**src/rtl/ieee1355_pkg.sv**
```systemverilog
// rtl/ieee1355_pkg.sv - IEEE 1355 DS-link character codes, lengths and parity helper
package ieee1355_pkg;

  localparam logic [1:0] CTRL_FCC   = 2'b00;
  localparam logic [1:0] CTRL_EOP_1 = 2'b01;
  localparam logic [1:0] CTRL_EOP_2 = 2'b10;
  localparam logic [1:0] CTRL_ESC   = 2'b11;

  localparam int DATA_CHAR_LEN = 10;
  localparam int CTRL_CHAR_LEN = 4;
  localparam int NULL_CHAR_LEN = 8;

  typedef enum logic [1:0] {
    ST_IDLE,
    ST_LOAD,
    ST_SHIFT
  } tx_state_t;

  // ones_par is the XOR of the previous character's payload bits and the new flag.
  function automatic logic parity_bit(input logic odd, input logic ones_par);
    return ones_par ^ odd;
  endfunction

endpackage

```
**src/rtl/ds_encoder.sv**
```systemverilog
// rtl/ds_encoder.sv - DS output stage: data register plus strobe that toggles when data repeats
module ds_encoder (
  input  logic clk,
  input  logic rst,
  input  logic clear,
  input  logic load,
  input  logic bit_in,
  output logic d_out,
  output logic s_out
);

  always_ff @(posedge clk or posedge rst) begin
    if (rst) begin
      d_out <= 1'b0;
      s_out <= 1'b0;
    end else if (clear) begin
      d_out <= 1'b0;
      s_out <= 1'b0;
    end else if (load) begin
      d_out <= bit_in;
      if (bit_in == d_out) s_out <= ~s_out;
    end
  end

endmodule

```
**src/rtl/ds_link_tx.sv**
```systemverilog
// rtl/ds_link_tx.sv - DS-link character transmitter: framing, parity, NULL fill and bit timing
module ds_link_tx
  import ieee1355_pkg::*;
#(
  parameter int G_LINK_PARITY_IS_ODD = 1,
  parameter int G_CLK_DIV            = 1
) (
  input  logic       clk,
  input  logic       rst,
  input  logic       enable,
  input  logic       tx_valid,
  output logic       tx_ready,
  input  logic       tx_is_ctrl,
  input  logic [7:0] tx_data,
  input  logic       inject_parity_err,
  output logic       d_out,
  output logic       s_out
);

  localparam logic [7:0] TICK_MAX = 8'(G_CLK_DIV - 1);
  localparam logic       ODD      = (G_LINK_PARITY_IS_ODD != 0);

  tx_state_t  state;
  logic [9:0] shreg;
  logic [3:0] bits_left;
  logic [7:0] tick;
  logic       hist_par;
  logic       ready_q;

  logic [9:0] frame;
  logic [3:0] frame_len;
  logic       frame_par;
  logic       p_first;
  logic       p_fcc;

  // Character offered at the boundary; NULL (ESC+FCC) fills the gap when nothing is valid.
  always_comb begin
    frame     = '0;
    frame_len = 4'(NULL_CHAR_LEN);
    frame_par = 1'b0;
    p_first   = 1'b0;
    p_fcc     = 1'b0;
    if (tx_valid) begin
      if (tx_is_ctrl) begin
        p_first   = parity_bit(ODD, hist_par ^ 1'b1) ^ inject_parity_err;
        frame     = {6'b0, tx_data[1:0], 1'b1, p_first};
        frame_len = 4'(CTRL_CHAR_LEN);
        frame_par = ^tx_data[1:0];
      end else begin
        p_first   = parity_bit(ODD, hist_par) ^ inject_parity_err;
        frame     = {tx_data, 1'b0, p_first};
        frame_len = 4'(DATA_CHAR_LEN);
        frame_par = ^tx_data;
      end
    end else begin
      p_first   = parity_bit(ODD, hist_par ^ 1'b1) ^ inject_parity_err;
      p_fcc     = parity_bit(ODD, (^CTRL_ESC) ^ 1'b1) ^ inject_parity_err;
      frame     = {2'b00, CTRL_FCC, 1'b1, p_fcc, CTRL_ESC, 1'b1, p_first};
      frame_par = ^CTRL_FCC;
    end
  end

  logic       last_tick;
  logic [3:0] bits_left_n;
  logic [7:0] tick_n;
  logic       next_is_load;

  assign last_tick    = (tick == TICK_MAX);
  assign bits_left_n  = last_tick ? bits_left - 4'd1 : bits_left;
  assign tick_n       = last_tick ? 8'd0 : tick + 8'd1;
  assign next_is_load = (bits_left_n == 4'd0) && (tick_n == TICK_MAX);

  logic enc_clear;
  logic enc_load;
  logic enc_bit;

  assign enc_clear = ~enable;
  assign enc_load  = enable && ((state == ST_LOAD) || ((state == ST_SHIFT) && last_tick));
  assign enc_bit   = (state == ST_LOAD) ? frame[0] : shreg[0];
  assign tx_ready  = ready_q & enable;

  // LOAD is the final clock of the previous character (or one idle clock after enable).
  always_ff @(posedge clk or posedge rst) begin
    if (rst) begin
      state     <= ST_IDLE;
      shreg     <= '0;
      bits_left <= '0;
      tick      <= '0;
      hist_par  <= 1'b0;
      ready_q   <= 1'b0;
    end else if (!enable) begin
      state     <= ST_IDLE;
      shreg     <= '0;
      bits_left <= '0;
      tick      <= '0;
      hist_par  <= 1'b0;
      ready_q   <= 1'b0;
    end else begin
      case (state)
        ST_IDLE: begin
          state   <= ST_LOAD;
          ready_q <= 1'b1;
        end
        ST_LOAD: begin
          shreg     <= frame >> 1;
          bits_left <= frame_len - 4'd1;
          tick      <= 8'd0;
          hist_par  <= frame_par;
          state     <= ST_SHIFT;
          ready_q   <= 1'b0;
        end
        ST_SHIFT: begin
          tick      <= tick_n;
          bits_left <= bits_left_n;
          if (last_tick) shreg <= shreg >> 1;
          if (next_is_load) begin
            state   <= ST_LOAD;
            ready_q <= 1'b1;
          end
        end
        default: begin
          state   <= ST_IDLE;
          ready_q <= 1'b0;
        end
      endcase
    end
  end

  ds_encoder u_enc (
    .clk    (clk),
    .rst    (rst),
    .clear  (enc_clear),
    .load   (enc_load),
    .bit_in (enc_bit),
    .d_out  (d_out),
    .s_out  (s_out)
  );

endmodule
```
**config.mk**
```make
export PLATFORM = sky130hd
export DESIGN_NAME = ds_link_tx
export DESIGN_NICKNAME = d
export VERILOG_FILES = /design/src/rtl/ieee1355_pkg.sv /design/src/rtl/ds_encoder.sv /design/src/rtl/ds_link_tx.sv
export SDC_FILE = /design/constraint.sdc
export NUM_CORES = 1
export LEC_CHECK = 0
export ABC_AREA = 1
export CAP_MARGIN = 20
export CORE_UTILIZATION = 40
export DETAILED_ROUTE_END_ITERATION = 8
export GPL_ROUTABILITY_DRIVEN = 0
export HOLD_SLACK_MARGIN = 0.15
export PLACE_DENSITY = 0.63
export SYNTH_ARGS = -nofsm -noshare
export SYNTH_HDL_FRONTEND = slang
export SYNTH_SLANG_ARGS = --single-unit
```
**constraint.sdc**
```tcl
create_clock -name clk -period 2.55 [get_ports clk]
set_input_delay 0.255 -clock clk [delete_from_list [all_inputs] [get_ports clk]]
set_output_delay 0.255 -clock clk [all_outputs]
set_load 0.005 [all_outputs]
```
# After elaboration in Yosys (flattened, before gate mapping)
# Cells that the tools add are included.
# classes
addsub	3
eq_ne	9
muxes	29
n_bitwise	5
reduce_logical	12
# ops
op	n
$mux W10	4
$pmux W10 S2	1
$logic_not A8 Y1	2
$mux W4	4
$mux W8	2
$pmux W8 S2	1
$mux W1	12
$add A8 B1 Y8 const B	1
$pmux W4 S2	1
$reduce_xor A8 Y1	1
$sub A4 B1 Y4 const B	2
$ne A2 B1 Y1 const B	3
$ne A3 B3 Y1 const B	2
$pmux W2 S3	1
$logic_not A4 Y1	1
$mux W2	2
$reduce_and A2 Y1	2
$logic_and A1 B1 Y1	3
$ne A3 B1 Y1 const B	1
$eq A2 B1 Y1 const B	1
$eq A2 B2 Y1 const B	1
$logic_not A2 Y1	1
$not A1 Y1	2
$pmux W1 S2	1
other kinds (5)	6
# totals
ff_bits	28
in_bits	14
output_inout_bits	3
wordCells	66

# Longest topological paths before layout
# Gate-level depths: netlist of the first run.
# depth
ltp_word	9
mapped_depth	13

# By module
# Synthesis of the first run repeated with hierarchy kept, for this count alone.
# unflattened
hier_cells	230
hier_area_um2	1669.1
# modules_own_cells
module	instances	cells_each	area_per_inst_um2
ds_link_tx	1	212	1550.2
ds_encoder	1	18	118.9

# Least setup slack after synthesis of the first run
# Ideal clock, no wire load.
# synth_path
path_type	reg-to-reg
startpoint	reg tick[0]
endpoint	reg shreg[0]
arrival_time_ps	1377
required_time_ps	2419
slack_ps	1042
stages_incl_launch_ff	9
period_less_slack_ps	1508
cell_sequence	dfrtp_1 -> inv_1 -> ha_1 -> nand2_1 -> nor2_4 -> nand2_4 -> o21ai_4 -> buf_4 -> o21ai_0
# synth_between
elab_chain_len	3
# synth_lines
element	line_no	rtl
from (decl)	ds_link_tx.sv:26	logic [7:0] tick;
from (signal assigned)	ds_link_tx.sv:113	tick <= tick_n;
$logic_not A8 Y1	ds_link_tx.sv:68	assign last_tick = (tick == TICK_MAX);
$ne A3 B3 Y1 (no source line)	--	
$reduce_and A2 Y1 (no source line)	--	
to (signal assigned)	ds_link_tx.sv:105	shreg <= frame >> 1;
to (signal assigned)	ds_link_tx.sv:115	if (last_tick) shreg <= shreg >> 1;
to (decl)	ds_link_tx.sv:24	logic [9:0] shreg;
# Every way passes these cells.
# A chain may end at the register's enable or synchronous reset.

# Worst setup path after layout of the first run
# layout_path
startpoint	reg tick[0]
endpoint	reg u_enc.s_out
# layout_between
elab_chain_len	6
# layout_lines
element	line_no	rtl
$logic_not A8 Y1	ds_link_tx.sv:68	
$logic_and A1 B1 Y1	ds_link_tx.sv:78	assign enc_load = enable && ((state == ST_LOAD) || ((state == ST_SHIFT) && last_tick));
$logic_or A1 B1 Y1	ds_link_tx.sv:78	
$logic_and A1 B1 Y1	ds_link_tx.sv:78	
$ne A2 B1 Y1 (no source line)	--	
$reduce_and A2 Y1 (no source line)	--	
to (signal assigned)	ds_encoder.sv:21	if (bit_in == d_out) s_out <= ~s_out;
to (decl)	ds_encoder.sv:9	output logic s_out
# Every way passes these cells.

==> metrics, run 1 <==
CTS tree yes; Final ANT Viol Nets 0; Syn Nets 244; P_leak 0.9405 nW; CTS Buf Count 3; share of cells above drive strength 1 0.1107; worst-skew pair later-pin latency 0.28 ns; Clock Sink Count 27; R2R Setup Slk 0.71 ns; CP endpoint kind flip-flop; Fin Setup TNS 0 ns; register area share after synthesis 0.3944; Post-Layout Cell Count 294; hold crit path type in -> async; clock skew 0.01055 ns; final worst setup slack 0.7122 ns; fillcell total 416; WS Path Type reg -> reg; grt total ovfl 0; Rows 23; post-synthesis cell area 1713 um^2; CTS H-tree lvls 1; synth warn 0; final net count 262; status completed; Crit path required time 2.75 ns; Port Buffers 16; die height 67.44 um; reg2reg path depth 8; register area 675.6 um^2; die area 4548 um^2; Synth cell types 28; root buffer cell clkbuf_8; Setup crit start tick[0]; met3 Usage GRT 0.04054; synthesized area per cell 7.546 um^2; Yosys reg bits 27; Slew headroom 0.6988; cells resized by post-CTS repair 0; post-route minimum period 1.838 ns; clock slew at reported path FFs 0.10 ns; crit path to u_enc.s_out; DR WL/cell 12.86 um; unrepaired setup endpoints after global routing false; area of the core 4058 um^2; DRT iter0 DRCs 93; Syn Inst Count 227; hold slack 0.3225 ns; fmax 544.1 MHz; Worst EP arrival 2.04 ns; maximum vdd drop 440.1 uV; IO Pins 17; Detailed Route WL 3782 um; post-place setup slack 0.6139 ns; GRT Total Usage 0.1868; fin crit share 0.7207; First-pass DRT Iterations 6; GR Layer Usage met1 0.2689; clk buf depth 2; startpoint types flip-flop; area occupied by multi-input gates 888.4 um^2; post-DP HPWL 2863 um; Post-CTS Setup Repair Bufs 0; crit path max fanout 19; Cells after DPL 290; Area Overhead vs Synth 14.61%; Vias 1477; end of the worst register-to-register path u_enc.s_out; Final setup viols 0; number of max-cap violations 0; first-pass GRT wire length 6410 um; number of global-route vias before repair 1403; pins over their slew limit 0; Most Crowded Layer GR met2; pin count of the biggest net entering global routing 28; Hold Violations, Final 0; antenna violations before repair 0; Die Span X 67.44 um; post-route DRC violation count 0; worst-margin pin slew 0.4501 ns; grt met2 use 0.2888; diode count 0; worst r2r src tick[0]; P per Cell Area 528.4 nW/um^2; vias per cell 5.024; Initial Util 0.4221; Hold Buf Count CTS 0
power by group:
| part | internal (mW) | total, mW | switching (mW) |
|---|---|---|---|
| clock network | 0.112 | 0.251 | 0.139 |
| registers | 0.473 | 0.503 | 0.0301 |
| logic | 0.118 | 0.283 | 0.165 |
layout make-up:
| type | instances | share of cell area |
|---|---|---|
| multi-input cells | 163 | 0.4525 |
| flip-flops and latches | 27 | 0.3442 |
| repair buffers | 17 | 0.08540 |
| inverters | 33 | 0.06310 |
| well taps | 50 | 0.03187 |
| clock buffers | 4 | 0.02294 |
per-stage QoR:
| step | instance area [um^2] | util | total power [mW] |
|---|---|---|---|
| 6_report | 1963 | 0.4838 | 1.037 |
| 5_1_grt | 1963 | 0.4838 | 1.099 |
| 4_1_cts | 1963 | 0.4838 | 1.042 |
| 3_5_place_dp | 1918 | 0.4727 | 0.7946 |
| 3_3_place_gp | 1918 | 0.4727 | 0.7905 |
| 2_1_floorplan | 1713 | - | 0.7072 |
layout by cell type, fill, tap and decap left out:
cell type,instances
o21ai_1,1
dfrtp_1,27
nand3_2,2
xnor2_1,6
nand2_4,1
clkbuf_8,3
o22ai_1,12
nand2_1,57
nor2_1,23
clkdlybuf4s50_1,16
a31oi_1,1
a21oi_1,7
a22oi_1,3
o221ai_1,2
clkbuf_1,1
nand3_1,14
o21ai_4,1
o21ai_2,1
inv_2,4
o2111ai_1,2
nand2_2,4
or2_2,1
o21ai_0,8
xor2_1,4
ha_1,3
nor2_2,4
buf_4,1
nor2_4,5
nor3_1,1
inv_1,29
kinds of logic (layout without fill, tap and decap cells):
kind of cell	after synthesis	in the layout	share of synthesized area
AND/OR/NAND/NOR	112	112	0.3031
AO/OA/AOI/OAI	38	38	0.1424
adder cells (fa/ha/maj)	3	3	0.02192
XOR/XNOR	10	10	0.05113
flip-flops	27	27	0.3944
buffers and inverters	37	54	0.08692
routing by layer:
metal,share of wire,routed length (um)
met1,0.51,1943
met2,0.45,1708
met3,0.030,115
met4,0.0037,14
met5,0,0
synth_stat cells:
| library cell | number | area [um^2] |
|---|---|---|
| nor2_1 | 23 | 86.33 |
| nand3_2 | 2 | 20.02 |
| dfrtp_1 | 27 | 675.7 |
| ha_1 | 3 | 37.54 |
| nor2_4 | 5 | 56.30 |
| nand2_4 | 1 | 11.26 |
| inv_1 | 29 | 108.9 |
| a22oi_1 | 3 | 22.52 |
| o21ai_0 | 8 | 40.04 |
| nand2_1 | 57 | 214.0 |
| inv_2 | 4 | 15.01 |
| nand2_2 | 4 | 25.02 |
| o21ai_4 | 1 | 16.27 |
| a31oi_1 | 1 | 6.260 |
| o22ai_1 | 12 | 75.07 |
| o21ai_1 | 1 | 5.000 |
| or2_2 | 1 | 6.260 |
| buf_4 | 2 | 15.01 |
| o21ai_2 | 1 | 8.760 |
| xor2_1 | 4 | 35.03 |
| o221ai_1 | 2 | 17.52 |
| nor3_1 | 1 | 5.000 |
| o2111ai_1 | 2 | 17.52 |
| a21oi_1 | 7 | 35.03 |
| buf_2 | 2 | 10.01 |
| xnor2_1 | 6 | 52.55 |
| nor2_2 | 4 | 25.02 |
| nand3_1 | 14 | 70.07 |
flip-flops by register name (all words and copies together) (netlist names):
register / cells
state: 2
u_enc.d_out: 1
tick: 8
u_enc.s_out: 1
bits_left: 4
shreg: 9
hist_par: 1
ready_q: 1
worst max-delay path, cell delays in order (launching register included):
cell and delay, ns:
dfrtp_1 0.41, inv_1 0.13, ha_1 0.18, nand2_1 0.09
nor2_4 0.13, nand2_4 0.10, o21ai_4 0.39, nand2_1 0.13
o21ai_0 0.19
how the worst min path moves through the flow:
stage,startpoint,depth (start not counted),end,slack (ns)
floorplan,rst,1,bits_left[0],0.31
global placement,ready_q,2,ready_q,0.50
detailed placement,ready_q,2,ready_q,0.50
CTS,rst,3,u_enc.s_out,0.34
global route,rst,3,ready_q,0.38
finish,rst,3,u_enc.s_out,0.32
(Power assumes the default switching activity.)
==> inputs of run 2 (changes only) <==
- clock period: 2.55 -> 1.9 ns (I/O delays scaled with it)
==> metrics, run 2 (synthesis results as in run 1) <==
clk buf depth 2 (unchanged); post-route minimum period 1.703 ns (-0.1347 ns); IO Pins 17 (unchanged); maximum vdd drop 353.5 uV (-20%); CTS Buf Count 3 (unchanged); crit path max fanout 10 (-9); diode count 0 (unchanged); pin count of the biggest net entering global routing 28 (unchanged); Vias 1483 (+0.41%); worst-skew pair later-pin latency 0.28 ns (about the same); area of the core 4058 um^2 (unchanged); Final setup viols 0 (unchanged); Post-Layout Cell Count 300 (+2.0%); GRT Total Usage 0.1786 (-0.008214); DRT iter0 DRCs 77 (-17%); number of max-cap violations 0 (unchanged); P_leak 0.9772 nW (+3.9%); Hold Violations, Final 0 (unchanged); share of cells above drive strength 1 0.1360 (+0.02534); placed cell areas 1941 um^2 (+1.2%); Detailed Route WL 3695 um (-2.3%); Fin Setup TNS 0 ns (unchanged); Cells after DPL 293 (+1.0%); Rows 23 (unchanged); hold crit path type in -> async; CP endpoint kind flip-flop; Crit path required time 2.11 ns (-0.64 ns); Final ANT Viol Nets 0 (unchanged); pins over their slew limit 0 (unchanged); commonest non-fill, non-tap cell in the layout nand2_1; fin area 2022 um^2 (+3.0%); status completed; cells resized by post-CTS repair 0 (unchanged); Hold Buf Count CTS 0 (unchanged); largest registers shreg x9, tick x8, bits_left x4; fmax 587.2 MHz (+7.9%); CTS tree yes; antenna violations before repair 0 (unchanged); root buffer cell clkbuf_8; die area 4548 um^2 (unchanged); max FFs per register 9 (unchanged); unrepaired setup endpoints after global routing false; first-pass GRT wire length 6030 um (-5.9%); CTS H-tree lvls 1 (unchanged); clock skew 0.007743 ns (-0.002809 ns); DR WL/cell 12.32 um (-4.3%); Port Buffers 16 (unchanged); most frequent cells in the layout nand2_1 (57), inv_1 (29), dfrtp_1 (27), nor2_1 (23), clkdlybuf4s50_1 (16); Post-CTS Setup Repair Bufs 0 (unchanged); post-DP HPWL 2778 um (-3.0%); Worst EP arrival 1.92 ns (-0.12 ns); die height 67.44 um (unchanged); grt total ovfl 0 (unchanged); final net count 268 (+2.3%); First-pass DRT Iterations 4 (-2); Largest Register shreg; post-route DRC violation count 0 (unchanged); fin crit share 0.8964 (+0.1757); clock slew at reported path FFs 0.10 ns (about the same); Initial Util 0.4221 (unchanged); startpoint types flip-flop; Clock Sink Count 27 (unchanged); WS Path Type reg -> reg; hold slack 0.2514 ns (-0.07113 ns); number of global-route vias before repair 1324 (-5.6%); Die Span X 67.44 um (unchanged); Area Overhead vs Synth 18.04%; worst-margin pin slew 0.4133 ns (-0.03674 ns); P per Cell Area 704.4 nW/um^2 (+33%); Slew headroom 0.7238 (+0.02496); vias per cell 4.943 (-1.6%); fillcell total 405 (-2.6%)
## run 2: changes by cell type in the layout (fill, tap and decap cells not counted), sizes merged
| cell | delta |
|---|---|
| buf | +6 |
| clkinv | +1 |
| clkbuf | -1 |
## run 2: worst paths after layout
path | startpoint | to | cells after the start | slack [ns]
worst max-delay path | tick[0] | shreg[2] | 9 | 0.20
worst min-delay path | rst | ready_q | 3 | 0.25
worst max register to register | tick[0] | shreg[2] | 9 | 0.20
worst min register to register | ready_q | ready_q | 2 | 0.52
max in group asynchronous | rst | tick[5] | 3 | 1.38
min in group clk | tx_data[7] | shreg[8] | 3 | 0.50
## run 2: metrics by stage
step | worst slack (ns) | power, mW | utilization
global route | 0.05497 | 1.506 | 0.4983
global placement | 0.2108 | 1.068 | 0.4783
floorplan | 0.3916 | 0.9491 | -
detailed placement | 0.1388 | 1.070 | 0.4783
finish | 0.1969 | 1.424 | 0.4983
CTS | 0.1580 | 1.412 | 0.4897
## run 2: layout make-up
type,count,area [um^2],share of cell area
Clock buffer,3,41.29,0.02042
Multi-Input combinational cell,163,888.4,0.4394
Clock inverter,1,5.005,0.002475
Inverter,33,123.9,0.06126
Timing Repair Buffer,23,225.2,0.1114
Tap cell,50,62.56,0.03094
Sequential cell,27,675.6,0.3342
## run 2: per-layer routing
layer | up-vias | wire length, um | GRT usage
li1 | 777 | - | -
met1 | 685 | 1967 | 0.2626
met2 | 17 | 1568 | 0.2600
met3 | 4 | 109 | 0.02534
met4 | 0 | 50 | 0.07181
met5 | - | 0 | 0
## run 2: critical path: stages, from the launching register on
cell and delay (ns):
dfrtp_1 0.40, inv_1 0.12, ha_1 0.18, nand2_1 0.09
nor2_4 0.12, nand2_4 0.09, o21ai_4 0.31, buf_4 0.18
nor2_1 0.03, a21oi_1 0.11
## run 2: power by group
group          internal (mW)  switching, mW
Clock                  0.148          0.199
Combinational          0.179          0.226
Sequential             0.635         0.0377
